$ cat src/rtl/sam_vram_pkg.sv
// Shared types and sizes for the VRAM slot arbiter.
// Used by both build variants (with or without VRAM_DMA_EN).
package sam_vram_pkg;
  localparam int SLOTS   = 8;
  localparam int VRAM_AW = 19;

  typedef enum logic [2:0] {OWN_NONE, OWN_VID_A, OWN_VID_B, OWN_CPU, OWN_DMA} owner_t;
  typedef enum logic [1:0] {ST_IDLE, ST_ISSUE, ST_WAIT, ST_CAPTURE} acc_state_t;

  typedef struct packed {
    logic               we;
    logic [1:0]         be;
    logic [VRAM_AW-1:0] addr;
    logic [15:0]        wdata;
  } mem_cmd_t;
endpackage

$ cat src/rtl/vram_slot_arbiter_if.sv
// Bus bundle between the slot arbiter and its clients (video, CPU, optional DMA, SDRAM glue).
// DMA signals exist only when VRAM_DMA_EN is defined.
interface vram_slot_arbiter_if;
  import sam_vram_pkg::*;

  logic               slot_ce, slot_sync;
  logic [2:0]         slot;
  logic               vid_fetch;
  logic [VRAM_AW-1:0] vid_addr1, vid_addr2;
  logic [15:0]        vid_data1, vid_data2;
  logic               vid_valid;
  logic               cpu_req, cpu_we, cpu_ack, cpu_wait;
  logic [VRAM_AW-1:0] cpu_addr;
  logic [15:0]        cpu_wdata, cpu_rdata;
  logic [1:0]         cpu_be;
`ifdef VRAM_DMA_EN
  logic               dma_req, dma_we, dma_ack;
  logic [VRAM_AW-1:0] dma_addr;
  logic [15:0]        dma_wdata, dma_rdata;
`endif
  logic               mem_req, mem_we;
  logic [1:0]         mem_be;
  logic [VRAM_AW-1:0] mem_addr;
  logic [15:0]        mem_wdata, mem_rdata;

  modport slave (
    input  slot_ce, slot_sync, vid_fetch, vid_addr1, vid_addr2,
           cpu_req, cpu_we, cpu_addr, cpu_wdata, cpu_be, mem_rdata,
`ifdef VRAM_DMA_EN
    input  dma_req, dma_we, dma_addr, dma_wdata,
    output dma_rdata, dma_ack,
`endif
    output slot, vid_data1, vid_data2, vid_valid, cpu_rdata, cpu_ack, cpu_wait,
           mem_req, mem_we, mem_be, mem_addr, mem_wdata
  );

  modport master (
    output slot_ce, slot_sync, vid_fetch, vid_addr1, vid_addr2,
           cpu_req, cpu_we, cpu_addr, cpu_wdata, cpu_be, mem_rdata,
`ifdef VRAM_DMA_EN
    output dma_req, dma_we, dma_addr, dma_wdata,
    input  dma_rdata, dma_ack,
`endif
    input  slot, vid_data1, vid_data2, vid_valid, cpu_rdata, cpu_ack, cpu_wait,
           mem_req, mem_we, mem_be, mem_addr, mem_wdata
  );
endinterface

$ cat src/rtl/vram_slot_seq.sv
// Slot counter locked to the pixel phase plus the slot -> owner table.
// Owner is reported for the slot being entered, so the access can issue one clock later.
module vram_slot_seq
  import sam_vram_pkg::*;
#(
  parameter int CPU_SLOT = 5
) (
  input  logic       clk_sys,
  input  logic       reset_n,
  input  logic       slot_ce,
  input  logic       slot_sync,
  input  logic       vid_fetch,
  output logic [2:0] slot,
  output owner_t     next_owner
);
  localparam logic [2:0] CS = 3'(CPU_SLOT);

  logic [2:0] slot_nxt;

  // sync wins over increment; wrap 7->0 falls out of the 3-bit add
  assign slot_nxt = slot_sync ? 3'd0 : slot + 3'd1;

  always_ff @(posedge clk_sys or negedge reset_n) begin
    if (!reset_n)     slot <= 3'd0;
    else if (slot_ce) slot <= slot_nxt;
  end

  always_comb begin
    next_owner = OWN_DMA;
    if (vid_fetch) begin
      if (slot_nxt == 3'd0)      next_owner = OWN_VID_A;
      else if (slot_nxt == 3'd1) next_owner = OWN_VID_B;
      else if (slot_nxt == CS)   next_owner = OWN_CPU;
    end else if (slot_nxt[1:0] == CS[1:0]) begin
      next_owner = OWN_CPU;
    end
  end
endmodule

$ cat src/rtl/vram_slot_arbiter.sv
// Time-slot arbiter for the shared VRAM port: one access per slot, fixed MEM_LAT read latency.
// Define VRAM_DMA_EN to serve the DMA port in non-CPU/non-video slots; otherwise those slots idle.
module vram_slot_arbiter
  import sam_vram_pkg::*;
#(
  parameter int MEM_LAT  = 2,
  parameter int CPU_SLOT = 5
) (
  input logic                 clk_sys,
  input logic                 reset_n,
  vram_slot_arbiter_if.slave  bus
);
  localparam int WAIT_N = (MEM_LAT > 1) ? MEM_LAT - 1 : 1;

  owner_t     next_owner, own;
  acc_state_t state;
  logic [3:0] cnt;
  logic [2:0] slot_q;
  logic       cpu_busy, cpu_go, dma_go, grant;
  mem_cmd_t   cmd;

  vram_slot_seq #(.CPU_SLOT(CPU_SLOT)) u_seq (
    .clk_sys    (clk_sys),
    .reset_n    (reset_n),
    .slot_ce    (bus.slot_ce),
    .slot_sync  (bus.slot_sync),
    .vid_fetch  (bus.vid_fetch),
    .slot       (slot_q),
    .next_owner (next_owner)
  );
  assign bus.slot = slot_q;

  // busy spans ISSUE-end .. ack, so a held request is not re-granted before its ack is seen
  assign cpu_go       = bus.cpu_req & ~cpu_busy;
  assign bus.cpu_wait = bus.cpu_req & ~cpu_busy;
`ifdef VRAM_DMA_EN
  logic dma_busy;
  assign dma_go = bus.dma_req & ~dma_busy;
`else
  assign dma_go = 1'b0;
`endif

  always_comb begin
    grant     = 1'b0;
    cmd.we    = 1'b0;
    cmd.be    = 2'b11;
    cmd.addr  = '0;
    cmd.wdata = '0;
    case (next_owner)
      OWN_VID_A: begin grant = 1'b1; cmd.addr = bus.vid_addr1; end
      OWN_VID_B: begin grant = 1'b1; cmd.addr = bus.vid_addr2; end
      OWN_CPU: begin
        grant = cpu_go;      cmd.we    = bus.cpu_we;    cmd.be = bus.cpu_be;
        cmd.addr = bus.cpu_addr; cmd.wdata = bus.cpu_wdata;
      end
`ifdef VRAM_DMA_EN
      OWN_DMA: begin
        grant = dma_go;      cmd.we    = bus.dma_we;
        cmd.addr = bus.dma_addr; cmd.wdata = bus.dma_wdata;
      end
`endif
      default: grant = dma_go & 1'b0;
    endcase
  end

  always_ff @(posedge clk_sys or negedge reset_n) begin
    if (!reset_n) begin
      state         <= ST_IDLE;
      own           <= OWN_NONE;
      cnt           <= '0;
      cpu_busy      <= 1'b0;
      bus.mem_req   <= 1'b0;
      bus.mem_we    <= 1'b0;
      bus.mem_be    <= 2'b00;
      bus.mem_addr  <= '0;
      bus.mem_wdata <= '0;
      bus.vid_data1 <= '0;
      bus.vid_data2 <= '0;
      bus.vid_valid <= 1'b0;
      bus.cpu_rdata <= '0;
      bus.cpu_ack   <= 1'b0;
`ifdef VRAM_DMA_EN
      dma_busy      <= 1'b0;
      bus.dma_rdata <= '0;
      bus.dma_ack   <= 1'b0;
`endif
    end else begin
      bus.mem_req   <= 1'b0;
      bus.vid_valid <= 1'b0;
      bus.cpu_ack   <= 1'b0;
      if (bus.cpu_ack) cpu_busy <= 1'b0;
`ifdef VRAM_DMA_EN
      bus.dma_ack   <= 1'b0;
      if (bus.dma_ack) dma_busy <= 1'b0;
`endif
      case (state)
        ST_ISSUE: begin
          if (own == OWN_CPU) cpu_busy <= 1'b1;
`ifdef VRAM_DMA_EN
          if (own == OWN_DMA) dma_busy <= 1'b1;
`endif
          cnt   <= 4'(WAIT_N - 1);
          state <= (MEM_LAT > 1) ? ST_WAIT : ST_CAPTURE;
        end
        ST_WAIT: begin
          if (cnt == 4'd0) state <= ST_CAPTURE;
          else             cnt   <= cnt - 4'd1;
        end
        ST_CAPTURE: begin
          case (own)
            OWN_VID_A: bus.vid_data1 <= bus.mem_rdata;
            OWN_VID_B: begin bus.vid_data2 <= bus.mem_rdata; bus.vid_valid <= 1'b1; end
            OWN_CPU: begin
              bus.cpu_ack <= 1'b1;
              if (!bus.mem_we) bus.cpu_rdata <= bus.mem_rdata;
            end
`ifdef VRAM_DMA_EN
            OWN_DMA: begin
              bus.dma_ack <= 1'b1;
              if (!bus.mem_we) bus.dma_rdata <= bus.mem_rdata;
            end
`endif
            default: ;
          endcase
          state <= ST_IDLE;
          own   <= OWN_NONE;
        end
        default: ;
      endcase
      // a slot decision may overlap the previous slot's capture cycle
      if (bus.slot_ce && (state == ST_IDLE || state == ST_CAPTURE) && grant) begin
        state         <= ST_ISSUE;
        own           <= next_owner;
        bus.mem_req   <= 1'b1;
        bus.mem_we    <= cmd.we;
        bus.mem_be    <= cmd.be;
        bus.mem_addr  <= cmd.addr;
        bus.mem_wdata <= cmd.wdata;
      end
    end
  end

`ifndef SYNTHESIS
  always @(posedge clk_sys)
    if (reset_n && bus.slot_ce)
      assert (state == ST_IDLE || state == ST_CAPTURE)
        else $error("slot_ce arrived before capture: MEM_LAT too long for slot period");
`endif
endmodule

$ cat src/flat_wrapper.sv
// flat-port wrapper written by rule: the top's interface ports become plain ports
module vram_slot_arbiter_flat import sam_vram_pkg::*;
#(
  parameter int MEM_LAT  = 2,
  parameter int CPU_SLOT = 5
)
  (clk_sys, reset_n, bus_slot_ce, bus_slot_sync, bus_vid_fetch, bus_vid_addr1, bus_vid_addr2, bus_cpu_req, bus_cpu_we, bus_cpu_addr, bus_cpu_wdata, bus_cpu_be, bus_mem_rdata, bus_slot, bus_vid_data1, bus_vid_data2, bus_vid_valid, bus_cpu_rdata, bus_cpu_ack, bus_cpu_wait, bus_mem_req, bus_mem_we, bus_mem_be, bus_mem_addr, bus_mem_wdata);
  vram_slot_arbiter_if bus_i ();
  input logic clk_sys;
  input logic reset_n;
  input wire logic [$bits(bus_i.slot_ce)-1:0] bus_slot_ce;
  input wire logic [$bits(bus_i.slot_sync)-1:0] bus_slot_sync;
  input wire logic [$bits(bus_i.vid_fetch)-1:0] bus_vid_fetch;
  input wire logic [$bits(bus_i.vid_addr1)-1:0] bus_vid_addr1;
  input wire logic [$bits(bus_i.vid_addr2)-1:0] bus_vid_addr2;
  input wire logic [$bits(bus_i.cpu_req)-1:0] bus_cpu_req;
  input wire logic [$bits(bus_i.cpu_we)-1:0] bus_cpu_we;
  input wire logic [$bits(bus_i.cpu_addr)-1:0] bus_cpu_addr;
  input wire logic [$bits(bus_i.cpu_wdata)-1:0] bus_cpu_wdata;
  input wire logic [$bits(bus_i.cpu_be)-1:0] bus_cpu_be;
  input wire logic [$bits(bus_i.mem_rdata)-1:0] bus_mem_rdata;
  output wire logic [$bits(bus_i.slot)-1:0] bus_slot;
  output wire logic [$bits(bus_i.vid_data1)-1:0] bus_vid_data1;
  output wire logic [$bits(bus_i.vid_data2)-1:0] bus_vid_data2;
  output wire logic [$bits(bus_i.vid_valid)-1:0] bus_vid_valid;
  output wire logic [$bits(bus_i.cpu_rdata)-1:0] bus_cpu_rdata;
  output wire logic [$bits(bus_i.cpu_ack)-1:0] bus_cpu_ack;
  output wire logic [$bits(bus_i.cpu_wait)-1:0] bus_cpu_wait;
  output wire logic [$bits(bus_i.mem_req)-1:0] bus_mem_req;
  output wire logic [$bits(bus_i.mem_we)-1:0] bus_mem_we;
  output wire logic [$bits(bus_i.mem_be)-1:0] bus_mem_be;
  output wire logic [$bits(bus_i.mem_addr)-1:0] bus_mem_addr;
  output wire logic [$bits(bus_i.mem_wdata)-1:0] bus_mem_wdata;
  assign bus_i.slot_ce = bus_slot_ce;
  assign bus_i.slot_sync = bus_slot_sync;
  assign bus_i.vid_fetch = bus_vid_fetch;
  assign bus_i.vid_addr1 = bus_vid_addr1;
  assign bus_i.vid_addr2 = bus_vid_addr2;
  assign bus_i.cpu_req = bus_cpu_req;
  assign bus_i.cpu_we = bus_cpu_we;
  assign bus_i.cpu_addr = bus_cpu_addr;
  assign bus_i.cpu_wdata = bus_cpu_wdata;
  assign bus_i.cpu_be = bus_cpu_be;
  assign bus_i.mem_rdata = bus_mem_rdata;
  assign bus_slot = bus_i.slot;
  assign bus_vid_data1 = bus_i.vid_data1;
  assign bus_vid_data2 = bus_i.vid_data2;
  assign bus_vid_valid = bus_i.vid_valid;
  assign bus_cpu_rdata = bus_i.cpu_rdata;
  assign bus_cpu_ack = bus_i.cpu_ack;
  assign bus_cpu_wait = bus_i.cpu_wait;
  assign bus_mem_req = bus_i.mem_req;
  assign bus_mem_we = bus_i.mem_we;
  assign bus_mem_be = bus_i.mem_be;
  assign bus_mem_addr = bus_i.mem_addr;
  assign bus_mem_wdata = bus_i.mem_wdata;
  vram_slot_arbiter #(.MEM_LAT(MEM_LAT), .CPU_SLOT(CPU_SLOT)) u_core (.clk_sys(clk_sys), .reset_n(reset_n), .bus(bus_i));
endmodule
$ cat config.mk
export PLATFORM = sky130hd
export DESIGN_NAME = vram_slot_arbiter_flat
export DESIGN_NICKNAME = d
export VERILOG_FILES = /design/src/rtl/sam_vram_pkg.sv /design/src/rtl/vram_slot_arbiter_if.sv /design/src/rtl/vram_slot_seq.sv /design/src/rtl/vram_slot_arbiter.sv /design/src/flat_wrapper.sv
export SDC_FILE = /design/constraint.sdc
export NUM_CORES = 1
export LEC_CHECK = 0
export ABC_AREA = 1
export ABC_CLOCK_PERIOD_IN_PS = 2700
export BUFFER_PORTS_ARGS = -buffer_cell sky130_fd_sc_hd__buf_2
export CAP_MARGIN = 30
export CELL_PAD_IN_SITES_DETAIL_PLACEMENT = 1
export CELL_PAD_IN_SITES_GLOBAL_PLACEMENT = 1
export CORE_MARGIN = 3
export CORE_UTILIZATION = 30
export CTS_BUF_LIST = sky130_fd_sc_hd__clkbuf_4 sky130_fd_sc_hd__clkbuf_8 sky130_fd_sc_hd__clkbuf_16
export CTS_CLUSTER_SIZE = 10
export DETAILED_ROUTE_END_ITERATION = 7
export PLACE_DENSITY_LB_ADDON = 0.1
export SLEW_MARGIN = 20
export SYNTH_ARGS = -nofsm -noshare
export SYNTH_HDL_FRONTEND = slang
export SYNTH_SLANG_ARGS = --single-unit
$ cat constraint.sdc
create_clock -name clk_sys -period 2.7 [get_ports clk_sys]
set_clock_uncertainty 0.2 [all_clocks]
set_input_delay 0.54 -clock clk_sys [delete_from_list [all_inputs] [get_ports clk_sys]]
set_output_delay 0.54 -clock clk_sys [all_outputs]
set_load 0.01 [all_outputs]
==> results of run 1 <==
==> through the flow <==
| stage | cells | area, sq um | utilization, % | power, mW | setup slack (ns) |
|---|---|---|---|---|---|
| 6_report | 920 | 6092 | 41.45 | 5.811 | 0.4553 |
| 4_1_cts | 919 | 6090 | 41.43 | 5.924 | 0.3934 |
| 3_5_place_dp | 902 | 5746 | 39.09 | 4.438 | 0.3771 |
| 3_3_place_gp | 902 | 5746 | 39.09 | 4.364 | 0.4606 |
| 5_1_grt | 919 | 6090 | 41.43 | 6.298 | 0.2094 |
| 2_1_floorplan | 540 | 4567 | - | 3.466 | 0.7587 |
==> flip-flops by register name, indices dropped and copies added (netlist names) <==
| signal | flops |
|---|---|
| u_core.bus.mem_addr | 19 |
| u_core.bus.cpu_rdata | 16 |
| u_core.bus.mem_wdata | 16 |
| u_core.bus.vid_data1 | 16 |
| u_core.bus.vid_data2 | 16 |
| u_core.cnt | 4 |
| u_core.own | 3 |
| u_core.u_seq.slot | 3 |
| u_core.bus.mem_be | 2 |
| u_core.state | 2 |
| u_core.bus.cpu_ack | 1 |
| u_core.bus.mem_req | 1 |
| u_core.bus.mem_we | 1 |
| u_core.bus.vid_valid | 1 |
| u_core.cpu_busy | 1 |
==> metal layers <==
metal / global-route usage [%] / up-vias / share of wire, % / wire, um
li1: - / 2068 / - / -
met1: 20.92 / 1921 / 43 / 5948
met2: 29.27 / 123 / 49 / 6704
met3: 5.070 / 17 / 7.0 / 960
met4: 5.127 / 0 / 1.4 / 199
met5: 0 / - / 0 / 0
==> worst max-delay path by stage <==
| stage | start | to | slack, ns | depth (start not counted) |
|---|---|---|---|---|
| final | u_core.u_seq.slot[0]$_DFFE_PN0P_ | u_core.bus.mem_addr[0]$_DFFE_PN0P_ | 0.46 | 6 |
| after floorplan | u_core.u_seq.slot[0]$_DFFE_PN0P_ | u_core.state[1]$_DFFE_PN0P_ | 0.76 | 10 |
| after global routing | u_core.u_seq.slot[0]$_DFFE_PN0P_ | u_core.bus.mem_addr[4]$_DFFE_PN0P_ | 0.21 | 6 |
| after detailed placement | bus_slot_sync | u_core.bus.mem_addr[0]$_DFFE_PN0P_ | 0.38 | 7 |
| after global placement | bus_slot_sync | u_core.bus.mem_addr[3]$_DFFE_PN0P_ | 0.46 | 7 |
| after CTS | u_core.u_seq.slot[0]$_DFFE_PN0P_ | u_core.bus.mem_addr[0]$_DFFE_PN0P_ | 0.39 | 6 |
==> power groups by stage <==
stage	Sequential, mW	Clock (mW)	Combinational, mW
floorplan	2.61	0	0.856
global placement	2.39	0	1.98
detailed placement	2.41	0	2.03
CTS	2.39	1.50	2.03
global route	2.46	1.57	2.27
finish	2.38	1.46	1.98
==> layout make-up <==
class                   count  area share, %
clock inverters             5          1.438
repair buffers            201          17.66
multi-input cells         337          26.27
diodes                      1        0.04108
well taps                 184          3.779
clock buffers              11          4.046
inverters                  79          4.868
flip-flops and latches    102          41.90
==> what timing repair did <==
item	in CTS	in global routing
endpoints found under the setup margin	0	0
hold buffers	1	0
hold endpoints to repair	35	0
==> logic make-up after synthesis <==
kind of cell / Yosys count / synth area share, %
and+or+nand+nor: 208 / 19.12
AOI/OAI and AO/OA: 121 / 13.73
DFF: 102 / 55.89
buffers and inverters: 101 / 9.068
adders and majority gates: 8 / 2.192
==> worst max-delay path, stage by stage, from the launching register on <==
cell,delay [ns]
dfrtp_1,0.41
ha_1,0.39
nand2_1,0.18
nand3_1,0.18
a21oi_4,0.52
o21ai_0,0.20
nand2_1,0.10
==> cells in the mapped netlist (2+ instances only) <==
cell	number
buf_2	6
o21ai_0	85
nand2_2	3
nand3_1	6
nand2_1	162
inv_1	78
a21oi_1	2
o22ai_1	3
buf_6	2
buf_4	3
nand3_2	4
o21ai_1	28
dfrtp_1	102
nor2_1	26
ha_1	8
clkbuf_1	10
==> impl_metrics.toml, run 1 <==
[floorplanning]
dieHeight_um = 129.4
ioPinCount = 191
fp.dieArea_sq_mm = 0.01674
core_area_sq_mm = 0.01470
start_util_pct = 31.07
die_w_um = 129.4
rows = 44

[drt]
wirelength_um = 13810
wl_per_cell_um = 15.01
vias_per_cell = 4.488
drcViolationCount = 0
drt_iter0_drc = 151
drt_pass1_iterations = 4
drtAntennaViolNets = 0
dr_total_vias = 4129

[finish]
multiInputGateArea_sq_mm = 0.001600
post_route_cells_drive_above_1_share_pct = 31.29
nets = 836
fillers = 1816
regArea_sq_mm = 0.002552
final_cell_mix = "buf_2 (189), nand2_1 (162), dfrtp_1 (102)"
syn2layout_area_growth_pct = 33.40
layout_commonest_cell = "buf_2"

[clocking]
clkSinkCount = 102
clk_path_buf_depth = 2
htreeDepth = 3
cts_buffers = 9
clock_latency_ns = 0.35
cts_tree = "yes"
cts-root-buf = "clkbuf_16"
cts_resized = 0
postCtsSetupRepairBufs = 0
clkTransAtPathRegs_ns = 0.07

[synth]
synthArstFlopShare_pct = 100.0
syn_nets = 646
synth_cell_types = 28
yosysTopAreaCell = "dfrtp_1"
yosys_warnings = 0
synth_area_leaders = "dfrtp_1 (56%), nand2_1 (13%), o21ai_0 (9.3%)"
netlist_instances = 540
synth_ff_type = "dfrtp_1"
synth_area_sq_mm = 0.004567
synth_edf_count = 0
syn_avg_cell_area_sq_um = 8.457
yosysSeqAreaShare_pct = 55.89
yosysTopAreaCellShare_pct = 55.89
ys_ff_latch = 102

[status]
status = "completed"

[critical_path]
cp-start-kind = "flop"
crit_required_ns = 2.79
path_class = "reg2reg"
cp.arrival_ns = 2.33
reg2reg_to = "u_core.bus.mem_addr[0]$_DFFE_PN0P_"
crit_path_end_kind = "flop"
r2r_cells = 6
regToRegStartpoint = "u_core.u_seq.slot[0]$_DFFE_PN0P_"
r2r_slack_ns = 0.46
crit_fanout = 23

[power]
power.leakage_nw = 3.421
p_clk_share_pct = 25.1
power.share.switching_pct = 36.24
p_switching_mw = 2.106
p_comb_share_pct = 34.0
p_seq_share_pct = 40.9
vdd_drop_max_mv = 0.3688
p_per_area_mw_per_mm2 = 953.9
intPower_mw = 3.705

[timing]
fmax_ghz = 0.4455
min_period_ns = 2.245
fin_setup_tns_ns = 0
fin_crit_sh_pct = 83.14
tightest_slew_ns = 0.5596
hold_violations = 0
rsz0062_at_grt = "false"
hold_ws_ns = 0.2330
slew_violations = 0
slew_headroom_pct = 62.61
setup-violations-final = 0

[min_path]
holdPathStages = 3
min_delay_worst_endpoint = "u_core.bus.mem_we$_DFFE_PN0P_"
worstHoldPathType = "in2reg"
min_from = "bus_cpu_we"

[placement]
dpl.hpwl_um = 10470
gp_congestion = 0.7871
port_buffers = 190

[global_routing]
grt_pass1_wl_um = 22470
grt_use_total_pct = 17.11
grt_overflow = 0
grt_max_degree = 56
grt_pass1_vias = 4513
antenna_found_initial = 0

[flow_run]
drv_cap = 0
(Power assumes the default switching activity.)
==> run 2, diff against run 1 <==
--- a/config.mk
+++ b/config.mk
@@ -6,7 +6,7 @@
 export NUM_CORES = 1
 export LEC_CHECK = 0
 export ABC_AREA = 1
-export ABC_CLOCK_PERIOD_IN_PS = 2700
+export ABC_CLOCK_PERIOD_IN_PS = 2300
 export BUFFER_PORTS_ARGS = -buffer_cell sky130_fd_sc_hd__buf_2
 export CAP_MARGIN = 30
 export CELL_PAD_IN_SITES_DETAIL_PLACEMENT = 1
==> constraint.sdc (replaced) <==
create_clock -name clk_sys -period 2.3 [get_ports clk_sys]
set_clock_uncertainty 0.2 [all_clocks]
set_input_delay 0.46 -clock clk_sys [delete_from_list [all_inputs] [get_ports clk_sys]]
set_output_delay 0.46 -clock clk_sys [all_outputs]
set_load 0.01 [all_outputs]
==> impl_metrics.toml, run 2 (synthesis gave the netlist of run 1 again) <==
[global_routing]
grt_pass1_wl_um = 21590
grt_max_degree = 42
antenna_found_initial = 1
grt_use_total_pct = 16.53
grt_overflow = 0
grt_pass1_vias = 4219

[min_path]
worstHoldPathType = "in2reg"

[timing]
slew_headroom_pct = 71.28
setup-violations-final = 0
fmax_ghz = 0.4656
fin_crit_sh_pct = 93.37
tightest_slew_ns = 0.4307
min_period_ns = 2.148
fin_setup_tns_ns = 0
timing.final.ws_setup_ns = 0.1524
hold_ws_ns = 0.1508
slew_violations = 0
hold_violations = 0

[placement]
port_buffers = 190
post_dp_cell_area_sq_mm = 0.005771
gp_congestion = 0.7995
dpl.hpwl_um = 10320
pre_cts_slack_ns = 0.1791

[clocking]
clock_latency_ns = 0.35
clk_path_buf_depth = 2
cts_tree = "yes"
cts-root-buf = "clkbuf_16"
htreeDepth = 3
clkSinkCount = 102
clkTransAtPathRegs_ns = 0.08
cts_buffers = 9

[critical_path]
cp_common_cell = "nand2_1"
crit_family = "simple AND/OR/NAND/NOR gates"
crit_chain = "ha_1 -> nand2_1 -> nand3_2 -> nand2_1 -> nand2_2 -> inv_2 -> buf_12 -> buf_4 -> nand2_1 -> o21ai_1"
critPathMaxStageDelay_ns = 0.42
path_class = "reg2reg"
cp_num_buf_inv = 3
cp-start-kind = "flop"
crit_required_ns = 2.37
crit_fanout = 24
r2r_slack_ns = 0.15
crit_path_end_kind = "flop"
crit_slowest_cell = "dfrtp_1"
cp.arrival_ns = 2.22

[power]
power.leakage_nw = 3.423
vdd_drop_max_mv = 0.4189
p_per_area_mw_per_mm2 = 1106

[finish]
fin_area_sq_mm = 0.006102
fin_util_pct = 41.51
largest-register = "u_core.bus.mem_addr"
largest_reg_flops = 19
final_cell_mix = "buf_2 (189), nand2_1 (162), dfrtp_1 (102)"
syn2layout_area_growth_pct = 33.62
layout_commonest_cell = "buf_2"
post_route_cells_drive_above_1_share_pct = 31.29
n_antenna_cell = 0
nets = 836

[floorplanning]
fp.dieArea_sq_mm = 0.01674
dieHeight_um = 129.4
ioPinCount = 191
core_area_sq_mm = 0.01470
start_util_pct = 31.07
die_w_um = 129.4
rows = 44

[drt]
drt_pass1_iterations = 4
drtAntennaViolNets = 0
wl_per_cell_um = 14.84
dr_total_vias = 4156
vias_per_cell = 4.522
drcViolationCount = 0
drt_iter0_drc = 132
wirelength_um = 13640

[status]
status = "completed"

[flow_run]
drv_cap = 0
[run 2: cell count changes in the layout (fill, tap and decap cells not counted), sizes merged]
cell,before,now
clkbuf,11,9
bufinv,2,1
clkinv,0,1
diode,1,0
inv,81,83
[run 2: what timing repair did]
item / 4_1_cts / 5_1_grt
hold buffers: 1 / 0
gates resized for setup: 0 / 1
setup endpoints to repair: 0 / 2
setup buffers: 0 / 0
endpoints found under the hold margin: 29 / 0
[run 2: through the flow]
step           power (mW)  cells
3_3_place_gp        5.133    902
2_1_floorplan       4.068    540
5_1_grt             7.307    919
3_5_place_dp        5.220    902
6_report            6.751    919
4_1_cts             6.887    919
[run 2: worst paths after layout]
| kind | startpoint | endpoint | cells past startpoint |
|---|---|---|---|
| min in group asynchronous | reset_n | u_core.bus.vid_data2[8]$_DFFE_PN0P_ | 2 |
| setup reg to reg | u_core.u_seq.slot[0]$_DFFE_PN0P_ | u_core.bus.mem_wdata[11]$_DFFE_PN0P_ | 10 |
| max in group asynchronous | reset_n | u_core.bus.mem_we$_DFFE_PN0P_ | 3 |
| hold reg to reg | u_core.own[0]$_DFFE_PN0P_ | u_core.bus.vid_valid$_DFF_PN0_ | 1 |
| hold / removal | bus_cpu_wdata[7] | u_core.bus.mem_wdata[7]$_DFFE_PN0P_ | 3 |
| setup / recovery | u_core.u_seq.slot[0]$_DFFE_PN0P_ | u_core.bus.mem_wdata[11]$_DFFE_PN0P_ | 10 |
[run 2: worst min-delay path, delay by kind of cell]
| family | cells | cell delay, ns |
|---|---|---|
| compound gates | 1 | 0.06 |
| buf+inv | 1 | 0.09 |
| simple gates | 1 | 0.05 |
[run 2: area by class of cell]
| cell class | instances | area, sq um |
|---|---|---|
| Multi-Input combinational cell | 337 | 1609 |
| Fill cell | 1817 | 8597 |
| Sequential cell | 102 | 2552 |
| Timing Repair Buffer | 201 | 1101 |
| Clock inverter | 7 | 87.58 |
| Clock buffer | 9 | 225.2 |
| Tap cell | 184 | 230.2 |
| Inverter | 79 | 296.5 |
[run 2: power by group]
group | internal (mW) | switching (mW)
Combinational | 0.940 | 1.40
Sequential | 2.42 | 0.369
Clock | 0.873 | 0.742
Total | 4.24 | 2.51
[run 2: layer usage]
| layer | share of wire (%) | global-route usage [%] |
|---|---|---|
| met3 | 6.5 | 4.658 |
| met1 | 43 | 21.09 |
| met2 | 48 | 26.62 |
| met4 | 1.8 | 6.547 |
| met5 | 0.095 | 0 |
==> run 3, diff against run 2 <==
--- a/config.mk
+++ b/config.mk
@@ -7,7 +7,7 @@
 export LEC_CHECK = 0
 export ABC_AREA = 1
 export ABC_CLOCK_PERIOD_IN_PS = 2300
-export BUFFER_PORTS_ARGS = -buffer_cell sky130_fd_sc_hd__buf_2
+export BUFFER_PORTS_ARGS = -buffer_cell sky130_fd_sc_hd__buf_4
 export CAP_MARGIN = 30
 export CELL_PAD_IN_SITES_DETAIL_PLACEMENT = 1
 export CELL_PAD_IN_SITES_GLOBAL_PLACEMENT = 1
==> impl_metrics.toml, run 3 (synthesis gave the netlist of run 1 again) <==
[drt]
drt_iter0_drc = 145
wl_per_cell_um = 15.35
vias_per_cell = 4.566
drt_pass1_iterations = 4
drtAntennaViolNets = 0
wirelength_um = 14080
dr_total_vias = 4187
drcViolationCount = 0

[timing]
fmax_ghz = 0.4723
rsz0062_at_grt = "false"
slew_headroom_pct = 66.54
hold_ws_ns = 0.1660
setup-violations-final = 0
min_period_ns = 2.117
fin_setup_tns_ns = 0
timing.final.ws_setup_ns = 0.1828
tightest_slew_ns = 0.5020
slew_violations = 0
hold_violations = 0
fin_crit_sh_pct = 92.05

[finish]
largest-register = "u_core.bus.mem_addr"
fillers = 1774
syn2layout_area_growth_pct = 43.37
regArea_sq_mm = 0.002552
fin_util_pct = 44.54
layout_commonest_cell = "buf_4"
post_route_cells_drive_above_1_share_pct = 31.11
multiInputGateArea_sq_mm = 0.001609
largest_reg_flops = 19
instances_no_fill = 917
fin_area_sq_mm = 0.006548
final_cell_mix = "buf_4 (195), nand2_1 (162), dfrtp_1 (102)"
n_antenna_cell = 0
nets = 836

[placement]
dpl.hpwl_um = 10760
post_dp_cell_area_sq_mm = 0.006243
port_buffers = 190
gp_congestion = 0.7770
pre_cts_slack_ns = 0.1114
place_inst = 902

[power]
p_switching_mw = 2.485
power.share.switching_pct = 35.25
p_comb_share_pct = 38.4
p_clk_share_pct = 21.4
power.leakage_nw = 3.552
p_seq_share_pct = 40.2
intPower_mw = 4.566
p_per_area_mw_per_mm2 = 1077
vdd_drop_max_mv = 0.4151
power.total_mw = 7.051

[floorplanning]
ioPinCount = 191
dieHeight_um = 129.4
fp.dieArea_sq_mm = 0.01674
core_area_sq_mm = 0.01470
die_w_um = 129.4
start_util_pct = 31.07
rows = 44

[critical_path]
crit_required_ns = 2.32
cp-start-kind = "flop"
crit_path_end_kind = "flop"
cp.arrival_ns = 2.14
path_class = "reg2reg"
crit_fanout = 26

[clocking]
clock_latency_ns = 0.34
clkTransAtPathRegs_ns = 0.07
htreeDepth = 3
cts-root-buf = "clkbuf_16"
clkSinkCount = 102
cts_buffers = 9
clk_path_buf_depth = 2
cts_tree = "yes"

[global_routing]
grt_pass1_wl_um = 22870
grt_pass1_vias = 4555
grt_use_total_pct = 17.53
grt_overflow = 0
grt_max_degree = 48
antenna_found_initial = 0

[flow_run]
drv_cap = 0

[status]
status = "completed"

[min_path]
worstHoldPathType = "in2reg"
-- run 3: cell count changes in the layout (fill, tap and decap cells not counted) --
cell and change:
clkinv_4 +1, o21ai_0 -1, inv_6 +1, inv_8 -4, buf_2 -189, o21ai_1 +1
buf_4 +189
-- run 3: power groups by stage --
stage / combinational, mW / sequential (mW) / clock, mW
after CTS: 2.78 / 2.85 / 1.58
after floorplan: 1.00 / 3.06 / 0
after detailed placement: 2.77 / 2.87 / 0
after global placement: 2.69 / 2.84 / 0
after global routing: 3.06 / 2.93 / 1.65
final: 2.71 / 2.84 / 1.51
-- run 3: layout make-up --
cell class	instances	area share [%]
Sequential cell	102	38.98
Multi-Input combinational cell	337	24.57
Timing Repair Buffer	201	24.04
Inverter	79	4.529
Tap cell	184	3.516
Clock buffer	9	3.440
Clock inverter	5	0.9173
-- run 3: per-layer routing --
layer / global-route usage (%) / up-vias / routed length, um
li1: - / 2065 / -
met1: 20.89 / 1972 / 5817
met3: 5.771 / 21 / 1029
met4: 7.227 / 0 / 323
met5: 0 / - / 0
met2: 29.21 / 129 / 6907
-- run 3: worst max-delay path, cell delays in order, from the launching register on --
cell     delay (ns)
dfrtp_1        0.41
ha_1           0.38
nand2_1        0.20
nand3_1        0.19
nand2_2        0.13
nand2_4        0.14
buf_12         0.20
nand2_1        0.05
o21ai_0        0.08
-- run 3: what timing repair did --
item	CTS	global route
resized for setup	0	2
setup endpoints to repair	0	19
hold endpoints to repair	36	0
buffers inserted	0	0
hold buffers	1	0
-- run 3: worst paths after layout --
kind,to,slack (ns),cells past startpoint,startpoint
setup / recovery,u_core.bus.mem_be[0]$_DFFE_PN0P_,0.18,8,u_core.u_seq.slot[0]$_DFFE_PN0P_
setup reg to reg,u_core.bus.mem_be[0]$_DFFE_PN0P_,0.18,8,u_core.u_seq.slot[0]$_DFFE_PN0P_
min in group asynchronous,u_core.cnt[0]$_DFFE_PN0P_,0.42,2,reset_n
hold / removal,u_core.bus.mem_we$_DFFE_PN0P_,0.17,3,bus_cpu_we
max in group asynchronous,u_core.bus.mem_be[1]$_DFFE_PN0P_,0.83,3,reset_n
hold reg to reg,u_core.bus.vid_valid$_DFF_PN0_,0.27,1,u_core.own[0]$_DFFE_PN0P_
